[src/rtl/if_stage.sv]
// if_stage: PC register and single-outstanding instruction fetch on an SRAM-like bus,
// handing {pc, inst} to decode over valid/ready with redirect and stale-response discard.
module if_stage #(
    parameter int                ADDR_W   = 32,
    parameter logic [ADDR_W-1:0] RESET_PC = 32'hBFC0_0000
) (
    input  logic              clk,
    input  logic              rstn,
    output logic              inst_req,
    output logic [ADDR_W-1:0] inst_addr,
    input  logic              inst_addr_ok,
    input  logic [31:0]       inst_rdata,
    input  logic              inst_data_ok,
    output logic              id_valid,
    input  logic              id_ready,
    output logic [31:0]       id_inst,
    output logic [ADDR_W-1:0] id_pc,
    output logic              id_adel,
    input  logic              redirect,
    input  logic [ADDR_W-1:0] redirect_pc
);
    typedef enum logic [1:0] {S_REQ, S_WAIT, S_HOLD, S_HALT} state_t;
    state_t            r_state;
    logic [ADDR_W-1:0] r_pc, r_id_pc;
    logic [31:0]       r_id_inst;
    logic              r_discard, r_err, r_id_valid, r_id_adel;
    logic              w_misal;
    assign w_misal   = |r_pc[1:0];
    assign inst_req  = rstn && r_state == S_REQ && !w_misal;
    assign inst_addr = r_pc;
    assign id_valid  = r_id_valid;
    assign id_inst   = r_id_inst;
    assign id_pc     = r_id_pc;
    assign id_adel   = r_id_adel;
    always_ff @(posedge clk) begin
        if (!rstn) begin
            r_pc       <= RESET_PC;
            r_state    <= S_REQ;
            r_discard  <= 1'b0;
            r_err      <= 1'b0;
            r_id_valid <= 1'b0;
            r_id_inst  <= '0;
            r_id_pc    <= '0;
            r_id_adel  <= 1'b0;
        end else begin
            case (r_state)
                S_REQ: begin
                    if (redirect) begin
                        r_pc <= redirect_pc;
                        if (!w_misal && inst_addr_ok) begin
                            r_discard <= 1'b1;
                            r_state   <= S_WAIT;
                        end
                    end else if (w_misal) begin
                        r_id_valid <= 1'b1;
                        r_id_inst  <= '0;
                        r_id_pc    <= r_pc;
                        r_id_adel  <= 1'b1;
                        r_err      <= 1'b1;
                        r_state    <= S_HOLD;
                    end else if (inst_addr_ok) begin
                        r_state <= S_WAIT;
                    end
                end
                S_WAIT: begin
                    if (redirect) begin
                        r_pc      <= redirect_pc;
                        r_discard <= !inst_data_ok;
                        if (inst_data_ok) r_state <= S_REQ;
                    end else if (inst_data_ok && r_discard) begin
                        r_discard <= 1'b0;
                        r_state   <= S_REQ;
                    end else if (inst_data_ok) begin
                        r_id_valid <= 1'b1;
                        r_id_inst  <= inst_rdata;
                        r_id_pc    <= r_pc;
                        r_id_adel  <= 1'b0;
                        r_err      <= 1'b0;
                        r_pc       <= r_pc + ADDR_W'(4);
                        r_state    <= S_HOLD;
                    end
                end
                S_HOLD: begin
                    // redirect flushes the held word; a simultaneous id_ready still counts as taken
                    if (redirect || id_ready) begin
                        r_id_valid <= 1'b0;
                        r_state    <= (!redirect && r_err) ? S_HALT : S_REQ;
                        if (redirect) r_pc <= redirect_pc;
                    end
                end
                S_HALT: begin
                    if (redirect) begin
                        r_pc    <= redirect_pc;
                        r_state <= S_REQ;
                    end
                end
                default: r_state <= S_REQ;
            endcase
        end
    end
endmodule

[config.mk]
export PLATFORM = sky130hd
export DESIGN_NAME = if_stage
export DESIGN_NICKNAME = d
export VERILOG_FILES = /design/src/rtl/if_stage.sv
export SDC_FILE = /design/constraint.sdc
export NUM_CORES = 1
export LEC_CHECK = 0
export CORE_MARGIN = 8
export CORE_UTILIZATION = 48
export CTS_CLUSTER_DIAMETER = 120
export DETAILED_ROUTE_END_ITERATION = 10
export GPL_TIMING_DRIVEN = 0
export MAX_ROUTING_LAYER = met4
export PLACE_DENSITY = 0.95
export SETUP_SLACK_MARGIN = 0.5
export SYNTH_ARGS = -nofsm -noshare
export SYNTH_HDL_FRONTEND = slang
export SYNTH_SLANG_ARGS = --single-unit
export TNS_END_PERCENT = 30
[constraint.sdc]
create_clock -name clk -period 4.3 [get_ports clk]
set_input_delay 1.075 -clock clk [delete_from_list [all_inputs] [get_ports clk]]
set_output_delay 1.075 -clock clk [all_outputs]
set_load 0.02 [all_outputs]
==> results of run 1 <==
## per-stage QoR
step / util, % / total power, µW / hold slack [ps]
6_report: 70.9 / 2600 / 458
5_1_grt: 70.9 / 2710 / 471
4_1_cts: 70.9 / 2590 / 460
3_5_place_dp: 68.7 / 1970 / 447
3_3_place_gp: 68.7 / 1930 / 442
2_1_floorplan: - / 1590 / 465
## state kept, by name, summed over array words and instances, names as in the netlist
name	cells
id_inst	32
id_pc	32
inst_addr	32
r_state	2
id_adel	1
id_valid	1
r_discard	1
## worst min path at each step
stage,start,to,slack (ps),depth (start not counted)
final,id_pc[22],id_pc[22],460,2
after global routing,id_pc[22],id_pc[22],470,2
after CTS,id_pc[22],id_pc[22],460,2
after detailed placement,id_pc[6],id_pc[6],450,2
after global placement,id_pc[8],id_pc[8],440,2
after floorplan,r_state[1],r_state[1],460,2
## logic make-up after synthesis
logic type,count (synthesis),synth area share [%]
and+or+nand+nor,199,21.6
AOI/OAI and AO/OA,166,25.5
DFF,101,45.5
buffers and inverters,48,4.62
adders and majority gates,6,1.69
muxes,4,0.985
xor gates and xnor gates,1,0.197
## power by group through the flow
stage | combinational, µW | clock, µW | sequential [µW]
after global routing | 901 | 675 | 1130
after CTS | 833 | 639 | 1120
after global placement | 802 | 0 | 1130
final | 841 | 642 | 1120
after floorplan | 368 | 0 | 1220
after detailed placement | 830 | 0 | 1140
## per-layer routing
metal	track usage [%]	up-vias	routed length, µm
li1	-	2276	-
met1	29.2	2323	6210
met2	44.4	347	8380
met3	4.72	62	1580
met4	12.4	0	622
met5	-	-	0
## critical path, stage by stage
cell             delay (ps)
clkbuf_1                400
clkbuf_2                380
and2_1                  190
clkdlybuf4s50_1         610
## final cells by class
| type | instances | share of cell area (%) |
|---|---|---|
| Clock inverter | 6 | 1.22 |
| Sequential cell | 101 | 31.3 |
| Timing Repair Buffer | 167 | 25.9 |
| Multi-Input combinational cell | 376 | 34.3 |
| Clock buffer | 9 | 1.92 |
| Buffer | 39 | 2.67 |
| Tap cell | 111 | 2.15 |
| Inverter | 9 | 0.523 |
## cells in the final DEF (no fill, tap or decap), drive strengths merged, types with 4 or more instances in the layout
cell type        n
a21oi           53
nand4           11
ha               6
a22o            32
o21ai           22
o22ai            5
nand2           93
clkbuf          32
nor2            33
a31oi            5
a311oi           8
nand3           14
a211oi           5
and3             4
nor3            10
inv             11
nand2b           4
dfxtp          101
clkdlybuf4s50  167
and2             4
nor4             8
buf             16
## timing repair
item,CTS,global route
setup endpoints to repair,1,0
endpoints found under the hold margin,0,0
gates resized for setup,1,0
==> metrics, run 1 <==
status finished, final reports clean; Comb power frac about a third; most frequent cell after synthesis dfxtp_1; die area roughly 0.013 mm²; total negative slack 0 ps; number of flops mapped to enable cells by yosys 0; Die Span Y approximately 110 µm; Netlist cell types 68; DIE WIDTH approximately 110 µm; clk root buf clkbuf_8; top cells by count, synth 101 x dfxtp_1, 93 x nand2_1, 53 x a21oi_1; clock sink count approximately 100; Starting DRT DRC Count roughly 570; Ys Warns 0; Peak VDD IR approximately 0.21 mV; CTS tree done; Layout fillers 731; area leader, netlist dfxtp_1; Synth Flop Type dfxtp_1; worst setup margin between 500 and 600 ps; Post-CTS Hold Buffers 0; clock-pin slew on the worst setup and hold paths ~100 ps; Reg power frac 43.0%; Core ar. between 0.009 and 0.01 mm²; Setup WS pre-CTS about 480 ps; CTS H-tree lvls 3; Final min period 3730 ps; P_sw between 900 and 1000 µW; sequential cell area slightly above 0.002 mm²; area occupied by multi-input gates 0.00222 mm²; Sw Ratio between 30% and 40%; Hold Crit Class reg -> reg; # setup viols final 0; initial antenna violation count 0; reg2reg start r_state[0]; drt drc 0; Startpoint Class input pin; CP Class in -> out; max-cap viol count 0; FF-to-FF End id_inst[12]; Worst setup EP type output port; RSZ-0062 raised after global routing false; via/cell ratio between 6 and 7; Cells after Synth 525; register area share after synthesis roughly 45%; total grt overflow 0; Clock Skew roughly 15 ps; worst skew pair latency approximately 380 ps; fraction of registers with async set/reset 0%; Arr. time, crit path approximately 2700 ps; via count 5008; Synth Area per Inst 8.47 µm²; Final period util 86.8%; fmax approximately 270 MHz; Worst setup endpoint inst_req; r2r setup slk about 1700 ps; fin cells between 800 and 900; largest net degree at the start of global routing 19; Syn-to-layout area delta 45.3%; Max Transition Viols Final 0; Int Power 1660 µW; Longest Clk Path Bufs 2; Hold Vio Cnt, Final 0; Leak 0.00231 µW; drt wl/cell 20.5 µm; Detailed Place HPWL 12600 µm; Tightest Pin Transition around 780 ps; Initial Utilization 48.8%; Final GP Congestion ~0.95; Placed Cells about 800; Yosys top cell area share a little under half; std cell rows 35; Post-DP Area 0.00626 mm²; FF-to-FF path depth 8; port bufs approximately 170; Num CTS Buffers 9; vias in the first global route 4955; GRT Util Overall a little over a quarter; Clk pwr share roughly 25%; crit path from rstn; Yosys reg bits 101; Netlist Area Pre-Place between 0.004 and 0.005 mm²; first drt pass iteration count 5; first-pass GRT wire length around 26000 µm; Worst EP required about 3200 ps; Post-CTS Setup Bufs 0; syn_nets 601; IO Count about 170; final instance area between 0.006 and 0.007 mm²; drt total wl 16800 µm; PD cells 403 mW/mm²; max_slew headroom roughly half; n_diodes 0; crit path max fanout 10; Antenna Violating Nets Remaining 0; top post-synthesis cells by area dfxtp_1 45%, nand2_1 7.9%, a22o_1 6.3%; final net count roughly 780; share of post-route cells with drive strength above 1 under 10%
No activity file was read; power rests on OpenSTA's default activity.
==> run 2: changes to the inputs <==
--- a/config.mk
+++ b/config.mk
@@ -5,13 +5,14 @@
 export SDC_FILE = /design/constraint.sdc
 export NUM_CORES = 1
 export LEC_CHECK = 0
+export CAP_MARGIN = 10
 export CORE_MARGIN = 8
-export CORE_UTILIZATION = 48
+export CORE_UTILIZATION = 35
 export CTS_CLUSTER_DIAMETER = 120
 export DETAILED_ROUTE_END_ITERATION = 10
 export GPL_TIMING_DRIVEN = 0
 export MAX_ROUTING_LAYER = met4
-export PLACE_DENSITY = 0.95
+export PLACE_DENSITY = 0.75
 export SETUP_SLACK_MARGIN = 0.5
 export SYNTH_ARGS = -nofsm -noshare
 export SYNTH_HDL_FRONTEND = slang
==> run 2 against run 1 <==
  * Total power rose by 6.0%
  * Critical path depth did not move
  * Wire length rose by 3.1%
  * First-iteration DRC count fell by 41%
  * Largest cell class unchanged
  * Critical path type unchanged
  * Design area rose by 2.5%
  * Non-clock buffer count did not move
  * Clock skew fell by 7.2 ps
  * Global-route usage fell by 4.5 points
==> metrics, run 2 (synthesized netlist as in run 1, its figures left out) <==
RSZ-0062 raised after global routing false; die area 0.0166 mm² (+31%); via/cell ratio 5.49 (-10%); fin cells 880 (+7.6%); worst setup margin 768 ps (+200 ps); Worst EP required 3220 ps (about the same); Initial Utilization 35.5% (-13 points); crit path max fanout 10 (unchanged); drt wl/cell 19.7 µm (-4.1%); first drt pass iteration count 5 (unchanged); total grt overflow 0 (unchanged); max-cap viol count 0 (unchanged); Die Span Y 129 µm (+15%); CTS H-tree lvls 3 (unchanged); CTS tree done; # setup viols final 0 (unchanged); max_slew headroom 40.3% (-7.8 points); Worst Hold Depth 2 (unchanged); Max Transition Viols Final 0 (unchanged); Num CTS Buffers 9 (unchanged); Tightest Pin Transition 892 ps (+116 ps); FF-to-FF path depth 8 (unchanged); IO Count 169 (unchanged); Syn-to-layout area delta 48.9%; initial antenna violation count 0 (unchanged); vias in the first global route 4913 (-0.85%); Core ar. 0.0125 mm² (+37%); Final GP Congestion 0.914 (-3.8%); Detailed Place HPWL 13100 µm (+3.8%); Leak 0.00235 µW (+1.7%); largest net degree at the start of global routing 17 (-2); final instance area 0.00662 mm² (+2.5%); most frequent cells in the layout 167 x clkdlybuf4s50_1, 101 x dfxtp_1, 93 x nand2_1; final net count 779 (unchanged); drt drc 0 (unchanged); Worst setup EP type output port; Final period util 82.1% (-4.7 points); Arr. time, crit path 2460 ps (-200 ps); status finished, final reports clean; via count 4830 (-3.6%); worst skew pair latency 360 ps (-20 ps); Placed Cells 864 (+7.6%); Peak VDD IR 0.181 mV (-15%); GRT Util Overall 21.6% (-4.5 points); PD cells 417 mW/mm² (+3.4%); Hold Crit Class reg -> reg; clock-pin slew on the worst setup and hold paths 70 ps (-30 ps); Final min period 3530 ps (-200 ps); CP Class in -> out; Post-CTS Hold Buffers 0 (unchanged); clk root buf clkbuf_16; port bufs 167 (unchanged); drt total wl 17300 µm (+3.1%); Starting DRT DRC Count 339 (-41%); first-pass GRT wire length 27100 µm (+5.0%); Hold Vio Cnt, Final 0 (unchanged); Post-CTS Setup Bufs 0 (unchanged); std cell rows 41 (+17%); total negative slack 0 ps (unchanged); DIE WIDTH 129 µm (+15%); fmax 283 MHz (+5.7%); Antenna Violating Nets Remaining 0 (unchanged); n_diodes 0 (unchanged); r2r setup slk 1700 ps (+30 ps); Setup WS pre-CTS 410 ps (-70.3 ps); Startpoint Class input pin; Post-DP Area 0.00633 mm² (+1.2%); most common cell after layout, fill and taps aside clkdlybuf4s50_1; Clock Skew 8.05 ps (-7.24 ps); clock sink count 101 (unchanged); share of post-route cells with drive strength above 1 6.50% (-0.0092 points); Longest Clk Path Bufs 2 (unchanged)
## run 2: cell type report
class                   instances  area (µm²)
flip-flops and latches        101        2020
fillers                      1252        5900
multi-input cells             376        2220
clock inverters                 3        26.3
repair buffers                167        1670
clock buffers                  13         260
plain buffers                  39         174
well taps                     172         215
inverters                       9        33.8
## run 2: report_power, final
group | internal (µW) | switching [µW] | total, µW
clock network | 430 | 368 | 799
logic | 355 | 485 | 840
registers | 1030 | 94.2 | 1120
total | 1810 | 947 | 2760
## run 2: critical path, cell delays in order
cell             delay [ps]
clkbuf_2                240
clkbuf_2                350
and2_1                  180
clkdlybuf4s50_1         610
## run 2: worst paths after layout
path,start,endpoint
worst max-delay path,rstn,inst_req
worst min-delay path,id_pc[9],id_pc[9]
worst max register to register,r_state[0],id_inst[28]
worst min register to register,id_pc[9],id_pc[9]
## run 2: repair_timing
action | CTS | global route
hold endpoints to repair | 0 | 0
gates resized for setup | 1 | 2
setup endpoints to repair | 1 | 1
## run 2: per-stage QoR
stage	hold WS [ps]	util [%]	power, µW
after global placement	443	50.6	1950
after global routing	477	52.9	2900
final	456	52.9	2760
after detailed placement	448	50.6	1980
after floorplan	465	-	1590
after CTS	458	52.9	2770
## run 2: metal layers
layer	wire [µm]	track usage (%)	vias up
met5	0	-	-
met4	358	8.15	0
met3	1160	4.59	26
met2	8510	35.3	209
met1	7300	25.7	2317
li1	-	-	2278
